$ cat src/rtl/mult_ctrl_pkg.sv
// Shared definitions for the sequential multiplier controller.
//   state_t   : controller FSM states
//   FLAG_ZERO : flag bit index, result is zero
//   FLAG_OVF  : flag bit index, overflow / carry out
// Adder flag consumers use the same bit indices, so downstream flag
// logic can be shared between the adder and the multiplier.
package mult_ctrl_pkg;

  typedef enum logic [1:0] {
    IDLE = 2'd0,
    RUN  = 2'd1,
    DONE = 2'd2
  } state_t;

  localparam int FLAG_ZERO = 0;
  localparam int FLAG_OVF  = 1;

endpackage

$ cat src/rtl/seq_mult_controller_adder.sv
// Combinational N-bit unsigned adder with status flags.
//   x, y  : N-bit unsigned addends
//   sum   : N-bit sum (carry out dropped)
//   flags : [FLAG_ZERO] sum == 0, [FLAG_OVF] carry out, [3:2] zero
module nBitAdder_module
  import mult_ctrl_pkg::*;
#(
  parameter int N = 4
) (
  input  logic [N-1:0] x,
  input  logic [N-1:0] y,
  output logic [N-1:0] sum,
  output logic [3:0]   flags
);

  logic [N:0] wide;

  always_comb begin
    wide             = (N+1)'(x) + (N+1)'(y);
    sum              = wide[N-1:0];
    flags            = '0;
    flags[FLAG_ZERO] = (wide[N-1:0] == '0);
    flags[FLAG_OVF]  = wide[N];
  end

endmodule

$ cat src/rtl/seq_mult_controller.sv
// Shift-and-add unsigned multiplier controller. One adder is reused over
// N iterations to build a 2N-bit product.
//   clk, rst : clock, async active-high reset
//   start    : request a multiply, sampled only in IDLE
//   a, b     : multiplicand / multiplier, latched on accepted start
//   busy     : high whenever not IDLE
//   done     : one-cycle pulse while in DONE
//   product  : registered 2N-bit result, held until next completion
//   flags    : registered status, [0] zero, [1] product exceeds N bits
module seq_mult_controller
  import mult_ctrl_pkg::*;
#(
  parameter int N = 4
) (
  input  logic           clk,
  input  logic           rst,
  input  logic           start,
  input  logic [N-1:0]   a,
  input  logic [N-1:0]   b,
  output logic           busy,
  output logic           done,
  output logic [2*N-1:0] product,
  output logic [3:0]     flags
);

  localparam int CW = $clog2(N+1);
  localparam logic [CW-1:0] LAST = CW'(N-1);

  state_t         state, state_nxt;
  logic [N-1:0]   m, acc, q;
  logic [CW-1:0]  cnt;

  logic [N-1:0]   addend, sum;
  logic [3:0]     add_flags;
  logic           carry;
  logic [N-1:0]   acc_nxt, q_nxt;
  logic [2*N-1:0] prod_nxt;
  logic [3:0]     flags_nxt;
  logic           last_iter;

  nBitAdder_module #(.N(N)) u_add (
    .x     (acc),
    .y     (addend),
    .sum   (sum),
    .flags (add_flags)
  );

  always_comb begin
    addend    = q[0] ? m : '0;
    carry     = add_flags[FLAG_OVF];
    // Shift the {carry, sum, q} window right by one each iteration.
    acc_nxt   = {carry, sum[N-1:1]};
    q_nxt     = {sum[0], q[N-1:1]};
    prod_nxt  = {acc_nxt, q_nxt};
    flags_nxt = '0;
    flags_nxt[FLAG_ZERO] = (prod_nxt == '0);
    flags_nxt[FLAG_OVF]  = |prod_nxt[2*N-1:N];
    last_iter = (cnt == LAST);

    state_nxt = state;
    case (state)
      IDLE:    if (start) state_nxt = RUN;
      RUN:     if (last_iter) state_nxt = DONE;
      DONE:    state_nxt = IDLE;
      default: state_nxt = IDLE;
    endcase
  end

  always_ff @(posedge clk or posedge rst) begin
    if (rst) begin
      state   <= IDLE;
      m       <= '0;
      acc     <= '0;
      q       <= '0;
      cnt     <= '0;
      product <= '0;
      flags   <= '0;
    end else begin
      state <= state_nxt;
      case (state)
        IDLE: if (start) begin
          m   <= a;
          q   <= b;
          acc <= '0;
          cnt <= '0;
        end
        RUN: begin
          acc <= acc_nxt;
          q   <= q_nxt;
          cnt <= cnt + 1'b1;
          if (last_iter) begin
            product <= prod_nxt;
            flags   <= flags_nxt;
          end
        end
        default: ;
      endcase
    end
  end

  assign busy = (state != IDLE);
  assign done = (state == DONE);

endmodule

$ cat config.mk
export PLATFORM = sky130hd
export DESIGN_NAME = seq_mult_controller
export DESIGN_NICKNAME = d
export VERILOG_FILES = /design/src/rtl/mult_ctrl_pkg.sv /design/src/rtl/seq_mult_controller_adder.sv /design/src/rtl/seq_mult_controller.sv
export SDC_FILE = /design/constraint.sdc
export NUM_CORES = 1
export LEC_CHECK = 0
export ABC_CLOCK_PERIOD_IN_PS = 5600
export BUFFER_PORTS_ARGS = -buffer_cell sky130_fd_sc_hd__clkbuf_2
export CAP_MARGIN = 25
export CELL_PAD_IN_SITES_DETAIL_PLACEMENT = 1
export CELL_PAD_IN_SITES_GLOBAL_PLACEMENT = 1
export CORE_UTILIZATION = 45
export DETAILED_ROUTE_END_ITERATION = 7
export PLACE_DENSITY = 0.86
export SYNTH_ARGS = -nofsm -noshare
export SYNTH_HDL_FRONTEND = slang
export SYNTH_HIERARCHICAL = 1
export SYNTH_SLANG_ARGS = --single-unit
$ cat constraint.sdc
create_clock -name clk -period 5.6 [get_ports clk]
set_input_delay 0.56 -clock clk [delete_from_list [all_inputs] [get_ports clk]]
set_output_delay 0.56 -clock clk [all_outputs]
set_load 0.05 [all_outputs]
=== Yosys cells after proc, flatten, opt, wreduce, memory -nomap -nowiden ===
Cells that the tools add are included.

* Output and inout bits: 14
* Bits of input ports: 11
* Logic and storage cells: 33
* Latch bits: 0
* Register bits after elaboration: 27
* Memory bits (writable): 0
* Memories: 0
* ROM bits: 0

* Div/mod/pow operators: 0
* Equality and inequality tests: 5
* $add $sub $neg: 2
* Reductions and logical operators: 9
* Shift operators: 0
* Muxes and demuxes: 10
* Bitwise operators: 0
* Multiply operators: 0
* Order comparisons: 0

{| class="wikitable"
|+ Operators by type and width
! operator !! count
|-
| 4-bit case mux with 2 select lines || 2
|-
| 4-bit two-way mux || 3
|-
| 8-bit zero test || 1
|-
| 2-bit AND reduction || 4
|-
| 3-bit case mux with 2 select lines || 1
|-
| 4-bit by 4-bit adder with 5-bit output || 1
|-
| 2-bit two-way mux || 2
|-
| 2-bit != test, second input constant || 2
|-
| 2-bit case mux with 2 select lines || 1
|-
| 2-bit nonzero test || 2
|-
| 4-bit OR reduction || 1
|-
| 3-bit by 1-bit adder with 3-bit output, second input constant || 1
|-
| 3-bit by 2-bit == test with 1-bit output, second input constant || 1
|-
| 3-bit two-way mux || 1
|-
| 2-bit by 1-bit == test with 1-bit output, second input constant || 1
|-
| 2-bit == test, second input constant || 1
|-
| 2-bit zero test || 1
|}

=== Depth between registers and ports, before layout ===
* Depth after elaboration: 3
* Mapped depth: 8
* Gate-level depth less buffers: 8

=== Hierarchy ===
The synthesis kept the hierarchy.

{| class="wikitable"
|+ Modules (own cells, without submodules)
! module !! instances !! sequential area each (um^2) !! area each (um^2) !! cells an instance
|-
| seq_mult_controller || 1 || 675.6 || 1201.2 || 96
|-
| nBitAdder_module || 1 || 0.0 || 175.2 || 19
|}

=== Least setup slack after synthesis ===
Ideal clock, no wire load.

* Kind: register -> register
* From: register q[0]
* To: register flags[0]
* Required time: 5.517 ns
* Stages on the path, launching flop included: 9
* Arrival time: 2.011 ns
* Clock period less this slack: 2.094 ns
* Library setup time: 0.083 ns
* Slack: 3.506 ns
* Path buffers: 0
* Cell sequence: dfrtp_1 and2_1 ha_1 fa_1 a21o_1 a21o_1 nor4_1 nand2_1 o21ai_0

* Word-level cells in the longest chain between the ends: 3

{| class="wikitable"
|+ Ends and longest elaborated chain
! element !! RTL line !! source
|-
| start: declaration || seq_mult_controller.sv:30 || <nowiki>logic [N-1:0] m, acc, q;</nowiki>
|-
| start signal: assignment || seq_mult_controller.sv:89 || <nowiki>q <= q_nxt;</nowiki>
|-
| 4-bit two-way mux || seq_mult_controller.sv:49 || <nowiki>addend = q[0] ? m : '0;</nowiki>
|-
| named net addend[0] || seq_mult_controller.sv:33 || <nowiki>logic [N-1:0] addend, sum;</nowiki>
|-
| 4-bit by 4-bit adder with 5-bit output || seq_mult_controller_adder.sv:19 || <nowiki>wide = (N+1)'(x) + (N+1)'(y);</nowiki>
|-
| named net add_flags[1] || seq_mult_controller.sv:34 || <nowiki>logic [3:0] add_flags;</nowiki>
|-
| 8-bit zero test || seq_mult_controller.sv:56 || <nowiki>flags_nxt[FLAG_ZERO] = (prod_nxt == '0);</nowiki>
|-
| end signal: assignment || seq_mult_controller.sv:93 || <nowiki>flags <= flags_nxt;</nowiki>
|-
| end: declaration || seq_mult_controller.sv:23 || <nowiki>output logic [3:0] flags</nowiki>
|}

The timed path passes the listed nets, and every way through them passes these cells.
A chain may end at the register's enable or synchronous reset.

=== Worst setup path in the final report ===
Same ends and word-level chain as after synthesis.

==> impl_metrics.ini <==
[placement]
placed_cells_incl_taps = 156
place_ws_ps = 3273
place.gp.congestion = 0.7256
port_buffers = 22
place_hpwl_um = 1924

[cts]
cts_sinks = 27
cts_buffer_depth = 2
cts_buffers = 3
cts_tree = built
worstSkewPairLatency_ps = 320
htreeDepth = 1
cts_resized = 0
cts_root_buf = clkbuf_4
clk_pin_slew_ps = 150
post_cts_buffers = 0
hold_buffers = 0

[timing]
finClkSkew_ps = 7.563
setup_violations = 0
fin_tns_setup_ps = 0
rsz0062_at_grt = no
period_needed_ps = 2314
slew_violations = 0
worstMarginPinSlew_ps = 864.6
fmax_mhz = 432.2
maxSlewHeadroom = 0.4224
period_share = 0.4132
fin_ws_ps = 3286
timing_hold_violations_final = 0

[route]
drt_pass1_iterations = 4
routed_wl_um = 2503
drc = 0
via_count = 851
postRouteAntennaNets = 0
via_per_inst = 5.286
wire_per_inst_um = 15.55
drt_iter0_drc = 26

[layout]
area_growth_pct = 11.65
finalNetCount = 149
antenna_cells = 0
drive_above_1_share = 0.3308
layout.cells.non_filler = 161
final_util = 0.5344

[setup_path]
start_kind = register
r2r_end = flags[0]$_DFFE_PP0P_
arrival_ps = 2570
reg2regPathDepth = 8
slowest_delay_ps = 440
cp-end-kind = register
r2r-start = q[0]$_DFFE_PP0P_
worst_path_most_repeated_cell = a21o_1
setup.worst_path.end = flags[0]$_DFFE_PP0P_
startpoint = q[0]$_DFFE_PP0P_
worstSetupPathType = register to register
cp_max_fo = 5
crit_slowest_cell = dfrtp_1
required_ps = 5850
r2r_setup_slack_ps = 3290
path_cells = and2_1 -> ha_1 -> fa_1 -> a21o_1 -> a21o_1 -> nor4_1 -> nand2_1 -> o21ai_0

[synth]
syn_area_per_cell_um2 = 12.33
yosysWarnings = 6
synth_area_um2 = 1331
syn_inst = 108

[status]
outcome = complete, no violations

[floorplanning]
initial_utilization = 0.4786
rows = 19
pin_count = 25
core_um2 = 2781
dieArea_um2 = 3180
die_h_um = 56.39
chipWidth_um = 56.39

[grt]
grt_pass1_vias = 888
grt_pass1_wl_um = 4457
antenna_found_initial = 0
grt_max_degree = 28
overflow = 0
grt_util_all_layers = 0.1836

[flow_run]
max_cap_viol_count = 0

[power_and_ir_drop]
p_total_uw = 865.1
leakagePower_uw = 0.0007995
p_per_area_nw_per_um2 = 582.0
ir_drop_v = 0.0003115

[worst_hold_path]
hold_class = input port to async pin
[power breakdown]
group / internal, µW / total, µW / switching, µW
clock network: 26.8 / 83.3 / 56.6
registers: 274 / 340 / 65.8
logic: 170 / 442 / 273
total: 470 / 865 / 395
[area by class of cell]
| cell class | count | area [µm²] |
|---|---|---|
| clock buffers | 3 | 22.52 |
| repair buffers | 23 | 137.6 |
| clock inverters | 1 | 5.005 |
| flip-flops and latches | 27 | 675.6 |
| well taps | 31 | 38.79 |
| inverters | 6 | 22.52 |
| multi-input cells | 70 | 584.3 |
| fillers | 297 | 1295 |
[worst max-delay path: cells and delay by family (launching register included)]
kind                     cells  cell delay (ps)
AO/OA/AOI/OAI                3              560
flip-flops                   1              440
adder cells (fa/ha/maj)      2              650
AND/OR/NAND/NOR              3              580
[layer usage]
layer / vias up / GRT usage / wire (µm)
li1: 416 / - / -
met1: 419 / 0.2602 / 1191
met5: - / 0 / 0
met4: 0 / 0.06272 / 19
met2: 14 / 0.2891 / 1228
met3: 2 / 0.02765 / 64
[layout by cell type (no fill, tap or decap), types with 2 or more instances in the layout]
cell type,count
a21oi_1,2
a22oi_1,3
inv_1,6
clkbuf_2,22
conb_1,2
dfrtp_1,27
nand2_1,9
mux2_4,5
o21ai_0,8
a21o_1,3
mux2_2,7
and2_1,4
a22o_1,5
ha_1,6
nor2b_1,2
clkbuf_4,3
nor4_1,2
[how the worst min path moves through the flow]
stage	start	end	slack, ps	cells past startpoint
5_1_grt	rst	product[7]$_DFFE_PP0P_	70	2
4_1_cts	rst	product[4]$_DFFE_PP0P_	460	2
3_5_place_dp	cnt[2]$_DFFE_PP0P_	cnt[2]$_DFFE_PP0P_	480	2
6_report	rst	product[5]$_DFFE_PP0P_	90	2
3_3_place_gp	cnt[2]$_DFFE_PP0P_	cnt[2]$_DFFE_PP0P_	460	2
2_1_floorplan	cnt[2]$_DFFE_PP0P_	cnt[2]$_DFFE_PP0P_	450	2
[sequential cells by signal, summed over array words and instances, names as in the netlist]
register and count:
flags 2, cnt 3, q 4, product 8, acc 4, state 2, m 4
[stage by stage]
| stage | hold slack (ps) | area, µm² |
|---|---|---|
| 2_1_floorplan | 449.7 | 1335 |
| 3_3_place_gp | 463.9 | 1431 |
| 3_5_place_dp | 481.6 | 1431 |
| 4_1_cts | 455.3 | 1459 |
| 5_1_grt | 66.86 | 1486 |
| 6_report | 87.75 | 1486 |
Power figures use the tool's default switching activity.
